## src/rtl/tdm_demultiplexer_if.sv

```systemverilog
// Serial TDM input and eight-channel parallel output bundle for tdm_demultiplexer.
// The master modport drives the serial side; the slave modport is the demultiplexer.
interface tdm_demultiplexer_if;
  logic din;
  logic din_valid;
  logic sync;
  logic d0;
  logic d1;
  logic d2;
  logic d3;
  logic d4;
  logic d5;
  logic d6;
  logic d7;
  logic frame_valid;
  logic err;
  logic busy;

  modport master (
    output din, din_valid, sync,
    input  d0, d1, d2, d3, d4, d5, d6, d7, frame_valid, err, busy
  );

  modport slave (
    input  din, din_valid, sync,
    output d0, d1, d2, d3, d4, d5, d6, d7, frame_valid, err, busy
  );
endinterface

```

## src/rtl/tdm_demultiplexer.sv

```systemverilog
// Serial TDM frame demultiplexer: 8 one-bit slots, sync marks slot 0, idle timeout abort.
// Optional even-parity beat after slot 7 when TDM_DEMUX_PARITY_EN is defined.
module tdm_demultiplexer #(
  parameter int TIMEOUT = 16
) (
  input logic               clk,
  input logic               rst,
  tdm_demultiplexer_if.slave bus
);

`ifdef TDM_DEMUX_PARITY_EN
  localparam int SHADOW_W = 8;
  typedef enum logic [1:0] {IDLE = 2'd0, COLLECT = 2'd1, PARITY = 2'd2} state_t;
`else
  // Slot 7 goes straight to the outputs, so only slots 0..6 need holding.
  localparam int SHADOW_W = 7;
  typedef enum logic [1:0] {IDLE = 2'd0, COLLECT = 2'd1} state_t;
`endif

  localparam logic [7:0] IDLE_LAST = 8'(TIMEOUT - 1);

  state_t                state_reg, state_next;
  logic [2:0]            slot_reg, slot_next;
  logic [SHADOW_W-1:0]   shadow_reg, shadow_next;
  logic [7:0]            idle_reg, idle_next;
  logic [7:0]            d_reg, d_next;
  logic                  frame_valid_reg, frame_valid_next;
  logic                  err_reg, err_next;
  logic                  store_en;
  logic [2:0]            store_idx;
  logic                  sync_beat;

  assign sync_beat = bus.din_valid & bus.sync;

`ifdef TDM_DEMUX_PARITY_EN
  logic parity_bad;
  assign parity_bad = ^{shadow_reg, bus.din};
`endif

  always_ff @(posedge clk or posedge rst) begin
    if (rst) begin
      state_reg <= IDLE;
    end else begin
      state_reg <= state_next;
    end
  end

  always_comb begin
    state_next       = state_reg;
    slot_next        = slot_reg;
    idle_next        = idle_reg;
    d_next           = d_reg;
    frame_valid_next = 1'b0;
    err_next         = 1'b0;
    store_en         = 1'b0;
    store_idx        = slot_reg;

    if (state_reg == IDLE) begin
      idle_next = '0;
      if (sync_beat) begin
        store_en   = 1'b1;
        store_idx  = 3'd0;
        slot_next  = 3'd1;
        state_next = COLLECT;
      end
    end else if (sync_beat) begin
      // A sync inside a frame aborts it and immediately starts the next one.
      err_next   = 1'b1;
      store_en   = 1'b1;
      store_idx  = 3'd0;
      slot_next  = 3'd1;
      idle_next  = '0;
      state_next = COLLECT;
    end else if (!bus.din_valid) begin
      if (idle_reg == IDLE_LAST) begin
        err_next   = 1'b1;
        idle_next  = '0;
        slot_next  = 3'd0;
        state_next = IDLE;
      end else begin
        idle_next = idle_reg + 8'd1;
      end
    end else begin
      idle_next = '0;
      case (state_reg)
        COLLECT: begin
          store_en  = 1'b1;
          slot_next = slot_reg + 3'd1;
          if (slot_reg == 3'd7) begin
`ifdef TDM_DEMUX_PARITY_EN
            state_next = PARITY;
`else
            d_next           = {bus.din, shadow_reg};
            frame_valid_next = 1'b1;
            state_next       = IDLE;
`endif
          end
        end
`ifdef TDM_DEMUX_PARITY_EN
        PARITY: begin
          slot_next  = 3'd0;
          state_next = IDLE;
          if (parity_bad) begin
            err_next = 1'b1;
          end else begin
            d_next           = shadow_reg;
            frame_valid_next = 1'b1;
          end
        end
`endif
        default: begin
          state_next = IDLE;
        end
      endcase
    end

    shadow_next = shadow_reg;
    for (int i = 0; i < SHADOW_W; i++) begin
      if (store_en && (store_idx == 3'(i))) begin
        shadow_next[i] = bus.din;
      end
    end
  end

  always_ff @(posedge clk or posedge rst) begin
    if (rst) begin
      slot_reg        <= '0;
      shadow_reg      <= '0;
      idle_reg        <= '0;
      d_reg           <= '0;
      frame_valid_reg <= 1'b0;
      err_reg         <= 1'b0;
    end else begin
      slot_reg        <= slot_next;
      shadow_reg      <= shadow_next;
      idle_reg        <= idle_next;
      d_reg           <= d_next;
      frame_valid_reg <= frame_valid_next;
      err_reg         <= err_next;
    end
  end

  assign bus.d0          = d_reg[0];
  assign bus.d1          = d_reg[1];
  assign bus.d2          = d_reg[2];
  assign bus.d3          = d_reg[3];
  assign bus.d4          = d_reg[4];
  assign bus.d5          = d_reg[5];
  assign bus.d6          = d_reg[6];
  assign bus.d7          = d_reg[7];
  assign bus.frame_valid = frame_valid_reg;
  assign bus.err         = err_reg;
  assign bus.busy        = (state_reg != IDLE);

endmodule

```

## src/flat_wrapper.sv

```systemverilog
// flat-port wrapper written by rule: the top's interface ports become plain ports
module tdm_demultiplexer_flat 
#(
  parameter int TIMEOUT = 16
)
  (clk, rst, bus_din, bus_din_valid, bus_sync, bus_d0, bus_d1, bus_d2, bus_d3, bus_d4, bus_d5, bus_d6, bus_d7, bus_frame_valid, bus_err, bus_busy);
  tdm_demultiplexer_if bus_i ();
  input logic clk;
  input logic rst;
  input wire logic [$bits(bus_i.din)-1:0] bus_din;
  input wire logic [$bits(bus_i.din_valid)-1:0] bus_din_valid;
  input wire logic [$bits(bus_i.sync)-1:0] bus_sync;
  output wire logic [$bits(bus_i.d0)-1:0] bus_d0;
  output wire logic [$bits(bus_i.d1)-1:0] bus_d1;
  output wire logic [$bits(bus_i.d2)-1:0] bus_d2;
  output wire logic [$bits(bus_i.d3)-1:0] bus_d3;
  output wire logic [$bits(bus_i.d4)-1:0] bus_d4;
  output wire logic [$bits(bus_i.d5)-1:0] bus_d5;
  output wire logic [$bits(bus_i.d6)-1:0] bus_d6;
  output wire logic [$bits(bus_i.d7)-1:0] bus_d7;
  output wire logic [$bits(bus_i.frame_valid)-1:0] bus_frame_valid;
  output wire logic [$bits(bus_i.err)-1:0] bus_err;
  output wire logic [$bits(bus_i.busy)-1:0] bus_busy;
  assign bus_i.din = bus_din;
  assign bus_i.din_valid = bus_din_valid;
  assign bus_i.sync = bus_sync;
  assign bus_d0 = bus_i.d0;
  assign bus_d1 = bus_i.d1;
  assign bus_d2 = bus_i.d2;
  assign bus_d3 = bus_i.d3;
  assign bus_d4 = bus_i.d4;
  assign bus_d5 = bus_i.d5;
  assign bus_d6 = bus_i.d6;
  assign bus_d7 = bus_i.d7;
  assign bus_frame_valid = bus_i.frame_valid;
  assign bus_err = bus_i.err;
  assign bus_busy = bus_i.busy;
  tdm_demultiplexer #(.TIMEOUT(TIMEOUT)) u_core (.clk(clk), .rst(rst), .bus(bus_i));
endmodule
```

## config.mk

```make
export PLATFORM = sky130hd
export DESIGN_NAME = tdm_demultiplexer_flat
export DESIGN_NICKNAME = d
export VERILOG_FILES = /design/src/rtl/tdm_demultiplexer_if.sv /design/src/rtl/tdm_demultiplexer.sv /design/src/flat_wrapper.sv
export SDC_FILE = /design/constraint.sdc
export NUM_CORES = 1
export LEC_CHECK = 0
export CAP_MARGIN = 20
export CORE_UTILIZATION = 54
export DETAILED_ROUTE_END_ITERATION = 8
export GPL_ROUTABILITY_DRIVEN = 0
export PLACE_DENSITY = 0.78
export SLEW_MARGIN = 25
export SYNTH_ARGS = -nofsm -noshare
export SYNTH_HDL_FRONTEND = slang
export SYNTH_SLANG_ARGS = --single-unit
```

## constraint.sdc

```tcl
create_clock -name clk -period 2.1 [get_ports clk]
set_input_delay 0.315 -clock clk [delete_from_list [all_inputs] [get_ports clk]]
set_output_delay 0.315 -clock clk [all_outputs]
set_load 0.02 [all_outputs]
```

==> flow_summary.ini <==
[outcome]
status = finished, final reports clean

[worst_setup_path]
critPathSlowestCell = clkdlybuf4s50_1
path_delay_family = buffers and inverters
cp.required_ps = 1780
worst-r2r-cell-count = 4
cp_num_cells = 1
critPathCaptureType = output pin
path_class = register to output pin
critical_path.cell_chain = clkdlybuf4s50_1
arrival_ps = 1630
critPathMaxStageDelay_ps = 690
path_buf_inv = 1
startpoint_type = register
crit_fanout = 16

[cells_and_area]
final_common_cell = dfrtp_1
fin_nets = 143
fillers = 194
synthToLayoutAreaGrowth_pct = 17.94
finish.utilization_pct = 69.31
diodes = 0
layout_common_cells = dfrtp_1 (29), mux2_2 (15), clkdlybuf4s50_1 (15), nand2_1 (7), o21ai_0 (6)
drive_above_1_share_pct = 18.38

[yosys]
synth.top_cell.area_share_pct = 54.77
synth_seq_cells = 29
syn_nets = 122
yosysTopAreaCell = dfrtp_1
syn-cell-area_um2 = 1325
yosysWarnings = 0
syn_avg_cell_area_um2 = 11.62
yosysSeqAreaShare_pct = 54.77
yosysUniqueCellTypes = 30
synthTopCellsByArea = dfrtp_1 (55%), mux2_2 (13%), ha_1 (2.8%)
synth_cells = 114

[detailed_routing]
viasPerCell = 5.671
drc = 0
drt_iter0_drc = 22
ant_nets = 0
routedWlPerCell_um = 14.35
routed_wl_mm = 2.353
dr_total_vias = 930
dr.pass1.iters = 3

[placed_design]
hpwl_mm = 1.632
port_buffers = 15

[floorplan]
coreArea_um2 = 2255
die-area_um2 = 2656
fp.dieW_um = 51.54
chipHeight_um = 51.54
fp-row-count = 17
io_pins = 16
start_util_pct = 58.77

[timing]
fin_setup_tns_ps = 0
clock_skew_ps = 9.938
fin_crit_sh_pct = 92.56
hold_viol_final = 0
grt_setup_unrepaired = no
drv_slew = 0
max_slew_margin_pct = 68.66
tightest_slew_ps = 467.7
setup_violations = 0
fin_crit_ps = 1944
max_freq_mhz = 514.5

[clocking]
cts_setup_buffers = 0
clock_path_buffers = 2
root_buffer = clkbuf_4
h-tree-depth = 2
numCtsBuffers = 5
clkLatencyLatePin_ps = 320
cts_resized = 0
cts-hold-fix-buffers = 0
path_clk_slew_ps = 90
cts_tree = built
clock-sinks = 29

[grt]
grt_max_degree = 30
grt_pass1_wl_mm = 3.843
grtUsageTotal_pct = 20.84
grt_overflow = 0
grt_antenna_before_repair = 0
grt_pass1_vias = 875

[power_and_ir_drop]
peakVddDrop_mv = 0.7081
pwr_density_cell_nw_per_um2 = 953.1
leakage_nw = 0.6901

[job]
drv_cap = 0

[hold_path]
min_path_type = input pin to asynchronous set/reset pin
## per-layer routing
metal | routed length (um) | track usage [%] | part of all wire, % | vias to the layer above
met5 | 0 | 0 | 0 | -
met2 | 1163 | 32.90 | 49 | 18
met1 | 1074 | 25.83 | 46 | 455
met4 | 16 | 8.108 | 0.68 | 0
li1 | - | - | - | 455
met3 | 99 | 7.895 | 4.2 | 2
## where the power goes
group	switching, mW	internal [mW]	total (mW)
clock	0.182	0.133	0.315
sequential	0.106	0.680	0.786
combinational	0.168	0.221	0.389
total	0.456	1.03	1.49
## stage by stage
| stage | instances | power [mW] | area (um2) | hold WS (ps) | setup WS, ps |
|---|---|---|---|---|---|
| final | 164 | 1.489 | 1563 | 369.3 | 156.2 |
| after global routing | 164 | 1.581 | 1563 | 401.5 | 69.91 |
| after CTS | 164 | 1.504 | 1563 | 383.0 | 158.1 |
| after detailed placement | 156 | 1.188 | 1514 | 459.6 | 146.7 |
| after global placement | 156 | 1.162 | 1514 | 447.2 | 214.9 |
| after floorplan | 114 | 1.027 | 1325 | 393.1 | 493.7 |
## cell usage after synthesis (all sizes together)
library cell,instances
or3,3
nor2b,5
nand3,5
clkbuf,3
mux2,15
nand4,1
nor3,2
o311ai,1
o221ai,2
nand2b,4
nand4b,2
inv,3
o21ai,7
ha,3
nand3b,1
xnor2,1
or4,1
o31ai,1
a21oi,4
nor3b,1
nand2,7
nor4b,1
and2,2
xor2,1
nor2,5
or3b,1
dfrtp,29
and4bb,1
a31oi,2
## cells by family after synthesis
kind of cell,share of synthesized area [%]
mux,12.75
buf+inv,1.700
compound gates,7.933
xor+xnor,1.322
simple gates,18.70
flops,54.77
fa+ha+maj,2.833
## worst register-to-register path: stages, from the launching register on
cell and delay, ps:
dfrtp_1 540, ha_1 230, ha_1 180, nand4b_1 390
mux2_2 430
## area by class of cell
| class | instances | area [um2] | area share, % |
|---|---|---|---|
| Tap cell | 28 | 35.03 | 2.242 |
| Timing Repair Buffer | 17 | 165.2 | 10.57 |
| Sequential cell | 29 | 725.7 | 46.44 |
| Clock buffer | 8 | 48.80 | 3.122 |
| Inverter | 3 | 11.26 | 0.7206 |
| Multi-Input combinational cell | 79 | 576.8 | 36.91 |
## worst paths after layout
path	from	end	slack (ps)
min in group clk	u_core.idle_reg[0]	u_core.idle_reg[0]	470
setup / recovery	u_core.state_reg[0]	bus_busy	160
max in group asynchronous	rst	u_core.idle_reg[2]	1460
hold reg to reg	u_core.idle_reg[0]	u_core.idle_reg[0]	470
setup reg to reg	u_core.slot_reg[1]	u_core.d_reg[0]	220
hold / removal	rst	u_core.slot_reg[1]	370
Power figures use the tool's default switching activity.
